### config.mk
export PLATFORM = sky130hd
export DESIGN_NAME = escalonador_melodia
export DESIGN_NICKNAME = d
export VERILOG_FILES = /design/src/rtl/escalonador_melodia.sv
export SDC_FILE = /design/constraint.sdc
export NUM_CORES = 1
export LEC_CHECK = 0
export CAP_MARGIN = 20
export CORE_MARGIN = 2
export CORE_UTILIZATION = 29
export CTS_CLUSTER_DIAMETER = 150
export DETAILED_ROUTE_END_ITERATION = 12
export DONT_BUFFER_PORTS = 1
export PLACE_DENSITY = 0.53
export SLEW_MARGIN = 20
export SYNTH_ARGS = -nofsm -noshare
export SYNTH_HDL_FRONTEND = slang
export SYNTH_SLANG_ARGS = --single-unit
### constraint.sdc
create_clock -name clock -period 3.2 [get_ports clock]
set_clock_uncertainty 0.1 [all_clocks]
set_input_delay 0.32 -clock clock [delete_from_list [all_inputs] [get_ports clock]]
set_output_delay 0.32 -clock clock [all_outputs]
set_load 0.03 [all_outputs]
### src/rtl/escalonador_melodia.sv
// Melody playback sequencer: walks note ROM addresses 0..limite, holds each
// note on arduino_out for TEMPO_NOTA cycles, follows it with TEMPO_PAUSA
// cycles of silence, and pulses pronto once the last note has finished.
module escalonador_melodia #(
   parameter int unsigned TEMPO_NOTA  = 25000000,
   parameter int unsigned TEMPO_PAUSA = 5000000,
   parameter int unsigned ADDR_W      = 4,
   parameter int unsigned NOTE_W      = 3
) (
   input  logic              clock,
   input  logic              reset,
   input  logic              iniciar,
   input  logic              abortar,
   input  logic [ADDR_W-1:0] limite,
   input  logic [NOTE_W-1:0] nota_mem,
   output logic [ADDR_W-1:0] endereco,
   output logic [NOTE_W-1:0] arduino_out,
   output logic              tocando,
   output logic              pronto,
   output logic [2:0]        db_estado
);

   localparam int unsigned TEMPO_MAX = (TEMPO_NOTA > TEMPO_PAUSA) ? TEMPO_NOTA : TEMPO_PAUSA;
   localparam int unsigned TIMER_W   = $clog2(TEMPO_MAX + 1);

   localparam logic [TIMER_W-1:0] ULTIMO_NOTA  = TIMER_W'(TEMPO_NOTA - 1);
   localparam logic [TIMER_W-1:0] ULTIMO_PAUSA = TIMER_W'(TEMPO_PAUSA - 1);

   typedef enum logic [2:0] {
      OCIOSO   = 3'd0,
      ENDERECA = 3'd1,
      CARREGA  = 3'd2,
      TOCA     = 3'd3,
      PAUSA    = 3'd4,
      FIM      = 3'd5
   } estado_t;

   estado_t             estado;
   estado_t             prox_estado;
   logic [TIMER_W-1:0]  timer;
   logic [ADDR_W-1:0]   limite_reg;
   logic                nota_fim;
   logic                pausa_fim;
   logic                ultima_nota;

   // Phase-end and last-note decodes
   assign nota_fim    = (timer == ULTIMO_NOTA);
   assign pausa_fim   = (timer == ULTIMO_PAUSA);
   assign ultima_nota = (endereco == limite_reg);

   // State register
   always_ff @(posedge clock or posedge reset) begin
      if (reset) begin
         estado <= OCIOSO;
      end else begin
         estado <= prox_estado;
      end
   end

   // Next-state logic; abortar overrides every transition out of a busy state
   always_comb begin
      prox_estado = estado;
      if ((estado != OCIOSO) && abortar) begin
         prox_estado = OCIOSO;
      end else begin
         unique case (estado)
            OCIOSO: begin
               if (iniciar && !abortar) begin
                  prox_estado = ENDERECA;
               end
            end
            ENDERECA: prox_estado = CARREGA;
            CARREGA:  prox_estado = TOCA;
            TOCA: begin
               if (nota_fim) begin
                  prox_estado = PAUSA;
               end
            end
            PAUSA: begin
               if (pausa_fim) begin
                  prox_estado = ultima_nota ? FIM : ENDERECA;
               end
            end
            FIM:      prox_estado = OCIOSO;
            default:  prox_estado = OCIOSO;
         endcase
      end
   end

   // Phase timer: restarts on every state change, idle while in OCIOSO
   always_ff @(posedge clock or posedge reset) begin
      if (reset) begin
         timer <= '0;
      end else if (prox_estado != estado) begin
         timer <= '0;
      end else if (estado != OCIOSO) begin
         timer <= timer + TIMER_W'(1);
      end
   end

   // Last-note index, captured only when a start is accepted
   always_ff @(posedge clock or posedge reset) begin
      if (reset) begin
         limite_reg <= '0;
      end else if ((estado == OCIOSO) && (prox_estado == ENDERECA)) begin
         limite_reg <= limite;
      end
   end

   // Note address: cleared whenever heading idle, advanced after each pause
   always_ff @(posedge clock or posedge reset) begin
      if (reset) begin
         endereco <= '0;
      end else if (prox_estado == OCIOSO) begin
         endereco <= '0;
      end else if ((estado == PAUSA) && (prox_estado == ENDERECA)) begin
         endereco <= endereco + ADDR_W'(1);
      end
   end

   // Buzzer output: ROM data captured leaving CARREGA, held through TOCA, zero elsewhere
   always_ff @(posedge clock or posedge reset) begin
      if (reset) begin
         arduino_out <= '0;
      end else if (prox_estado == TOCA) begin
         if (estado == CARREGA) begin
            arduino_out <= nota_mem;
         end
      end else begin
         arduino_out <= '0;
      end
   end

   // Status flags decoded from the upcoming state so they align with it
   always_ff @(posedge clock or posedge reset) begin
      if (reset) begin
         tocando <= 1'b0;
         pronto  <= 1'b0;
      end else begin
         tocando <= (prox_estado != OCIOSO);
         pronto  <= (prox_estado == FIM);
      end
   end

   assign db_estado = estado;

endmodule

==> impl_summary.md <==
Setup path
Setup slack on the worst reg-to-reg path comes out at 0.28 ns. The required time of the critical path is 3.25 ns. The count of cells along the worst register-to-register path is 6. The startpoint of the worst-slack reg-to-reg timing path is timer[6]. Along the worst path, the maximum fanout reaches 25. The worst register-to-register path ends at timer[23]. The signal on the critical path passes through or4b_4 > or2_1 > o31a_1 > and2_2 > o2111ai_4 > nor2_1. The sum of buffers and inverters on the critical path is 0. The critical path arrival is 2.96 ns. The critical path is of the register to register type. STA classifies the critical path endpoint as a register. In this design, the stage delay of the slowest critical-path cell is 0.77 ns. Among all stages on the critical path, the largest delay is contributed by sky130_fd_sc_hd__o2111ai_4. The origin of the worst setup path is timer[6].

The kind of start point of the critical path is a register. The kind of cell with the highest combined delay on the critical path is simple AND/OR/NAND/NOR gates.

STA
The final critical delay including setup and external delays is 2.92 ns. The worst max-slew margin expressed relative to the limit is 35.2%. Setup repair after global routing left no endpoint under its margin. For the pin with the worst max-slew slack, the measured transition is 0.972 ns.

The worst hold slack after final layout is 0.0708 ns. The number of endpoints with negative hold slack in the final report is 0. The maximum achievable frequency is 343 MHz. The worst-case setup margin in the final layout is 0.282 ns. The final max-slew violation count is 0.

The period utilization is 91.2%. After routing, the total negative slack on setup checks comes to 0 ns. Setup violations remaining at the end of the flow were counted as 0.

Synth
In this run the cell area of the synthesized design comes to 2270 um2. The share of the synthesized area in the top cell type is 45.2%. The most frequent cell after synthesis is sky130_fd_sc_hd__dfrtp_1. Summing the sequential cell areas from Yosys gives 45.2% of the chip area.

Of all flip-flops after synthesis, the portion carrying an async set or reset was 100%. The number of unique standard cell types used by synthesis is 51. The total of warnings raised by yosys is 0. The count of mapped cells out of synthesis is 227. By count the netlist is led by 41 x sky130_fd_sc_hd__dfrtp_1, 22 x sky130_fd_sc_hd__nor2_1, 20 x sky130_fd_sc_hd__nor2_2. Among all flip-flop cells after synthesis, the most frequent one is sky130_fd_sc_hd__dfrtp_1. Counting every net in the synthesized netlist gives 240.

The number of synthesized register bits is 41. By area the synthesized netlist is led by sky130_fd_sc_hd__dfrtp_1 45%, sky130_fd_sc_hd__xor2_1 6.9%, sky130_fd_sc_hd__nor2_2 5.5%, sky130_fd_sc_hd__xnor2_1 3.9%, sky130_fd_sc_hd__nor2_1 3.6%. The synthesized design contains 0 enable-type register cells.

A synthesized cell averages 10.0 um2. Of all cell types, the one taking the most synthesized area is sky130_fd_sc_hd__dfrtp_1.

Global route
The global-route met1 utilization is 16.2%. The layer flagged by global routing as most heavily used is met2. The first-pass GRT wire length is 7780 um. The total congestion overflow after global routing is 0.

Entering global routing, the biggest net connects 27 pins. For this run, global-route usage on met3 was measured as 2.52%. The via count of the first global-routing pass is 1,579.

Across every metal layer, demand over resource in global routing totals 11.5%. For this run, global-route usage on met2 was measured as 16.8%. The initial antenna violation count is 0.

Die
The die is 92.5 um wide. The core box area is 7650 um2. The number of standard-cell rows in the floorplan is 32. The overall die area is 8550 um2. The starting density of the core is 29.7%. In this run the count of I/O pins placed on the die edge is 23.

From bottom edge to top edge, the die measures 92.5 um.

Routing
The average wire per cell in the routed design is 13.3 um. The number of violations reported at the end of detailed-routing iteration 0 is 79. Once detail routing completed, the nets flagged for antenna violations numbered 0. The routed layout has 1,603 vias. The final layout contains routed wiring with a total length of 4470 um. In the routed design, unresolved DRC markers number 0. Using the TritonRoute via totals, the vias-per-cell ratio works out to 4.77. The number of iterations in the first detailed-routing pass is 4.

Run status
The flow ran to the end, and the final reports show no timing, DRC or antenna violations.

Finish
The final net count is 246. The number of antenna diodes is 0. The non-filler instance count after layout is 336. The register with the most flip-flops in the layout has 25 of them. At the end of the flow the core is filled with cells to 33.3%. In the final layout, the share of cells above drive strength 1 is 20.1%.

The area growth from synthesis to layout is 12.1%.

Clock tree
The clock network latency to the later pin of the worst-skew pair is 0.30 ns. In this run the number of H-tree levels came out at 2. The number of clock buffers added by TritonCTS is 5. Clock tree synthesis selected as its root buffer the cell sky130_fd_sc_hd__clkbuf_8. The TritonCTS clock tree is yes.

For this design, the sink count on the clock tree is 41. The clock passes through at most 2 buffers. After clock tree synthesis, the clock-pin slew on the worst setup and hold paths is 0.08 ns. The number of setup buffers added after CTS is 0.

Power and ir drop
Across the VDD grid, the largest voltage drop is 0.000172 V. In this run the power density over the cells is 484 nW/um2. The leakage power figure is 1.01 nW.

Place
The total of buffers placed on input and output ports is 0. The last weighted congestion value of the routability-driven placer is 0.797. The worst slack at placement is 0.292 ns. In this run, placement finished with an instance count of 326. Detailed placement finished with a half-perimeter wire length of 3290 um.

Worst hold path
The worst min-delay path category is input port to register. The worst hold path begins at limite[3]. The hold-critical path endpoint is limite_reg[3]. Counting instances, the worst hold path has a depth of 1.

Flow run
Across the run, the number of max-cap violations was 0.
## how the worst max path moves through the flow
stage,endpoint,depth (start not counted)
floorplan,timer[10],9
global placement,timer[22],6
detailed placement,timer[22],6
CTS,timer[20],6
global route,timer[21],6
finish,timer[23],6
## layout make-up
class                   instances  area [um2]
multi-input cells             172        1170
flip-flops and latches         41        1030
well taps                     102         128
repair buffers                  8        65.1
clock buffers                   5        68.8
fillers                       792        5100
inverters                       5        18.8
clock inverters                 3        65.1
## cell usage in the layout (no fill, tap or decap), types with 2 or more instances in the layout
cell type,synthesis,final
sky130_fd_sc_hd__nor4_1,2,2
sky130_fd_sc_hd__ha_1,2,2
sky130_fd_sc_hd__xor2_1,18,18
sky130_fd_sc_hd__buf_4,0,6
sky130_fd_sc_hd__and4_1,2,2
sky130_fd_sc_hd__and2_1,3,3
sky130_fd_sc_hd__or3_1,2,2
sky130_fd_sc_hd__nand2_1,18,18
sky130_fd_sc_hd__nand3_1,12,12
sky130_fd_sc_hd__mux2_2,4,4
sky130_fd_sc_hd__inv_1,5,5
sky130_fd_sc_hd__nor2_2,20,20
sky130_fd_sc_hd__o21ai_0,3,3
sky130_fd_sc_hd__nor2_1,22,22
sky130_fd_sc_hd__or4_1,6,6
sky130_fd_sc_hd__xnor2_1,10,10
sky130_fd_sc_hd__dlygate4sd3_1,0,2
sky130_fd_sc_hd__dfrtp_1,41,41
sky130_fd_sc_hd__nor3b_1,2,2
sky130_fd_sc_hd__nor3_1,4,4
sky130_fd_sc_hd__bufinv_16,0,2
sky130_fd_sc_hd__a21oi_1,3,3
sky130_fd_sc_hd__o31a_1,2,2
sky130_fd_sc_hd__nand4_1,7,7
sky130_fd_sc_hd__clkbuf_8,0,5
sky130_fd_sc_hd__mux2i_1,4,4
## timing repair
| item | in CTS | in global routing |
|---|---|---|
| hold buffers | 2 | 0 |
| endpoints found under the hold margin | 16 | 0 |
| resized for setup | 0 | 0 |
## logic make-up after synthesis
group | Yosys count | share of synthesized area (%)
simple gates | 116 | 29.4
compound gates | 18 | 6.67
fa+ha+maj | 2 | 1.10
buf+inv | 14 | 3.14
xor+xnor | 28 | 10.8
mux | 8 | 3.75
flops | 41 | 45.2
## report_power, final
| group | switching, W | internal (W) |
|---|---|---|
| Combinational | 0.000104 | 0.0000634 |
| Clock | 0.000184 | 0.000310 |
| Sequential | 0.0000250 | 0.000545 |
| Total | 0.000313 | 0.000919 |
## stage by stage
stage	cell area (um2)	total power [W]
3_5_place_dp	2390	0.000750
6_report	2540	0.00123
4_1_cts	2540	0.00125
3_3_place_gp	2390	0.000749
5_1_grt	2540	0.00129
2_1_floorplan	2270	0.000727
## metal layers
layer  wire length [um]  up-vias  share of wire [%]
li1                   -      797                  -
met1               2230      776                 50
met2               2030       22                 45
met3                124        8                2.8
met4                 87        0                1.9
met5                  0        -                  0
Note: power is estimated with default switching activity, not from simulation.
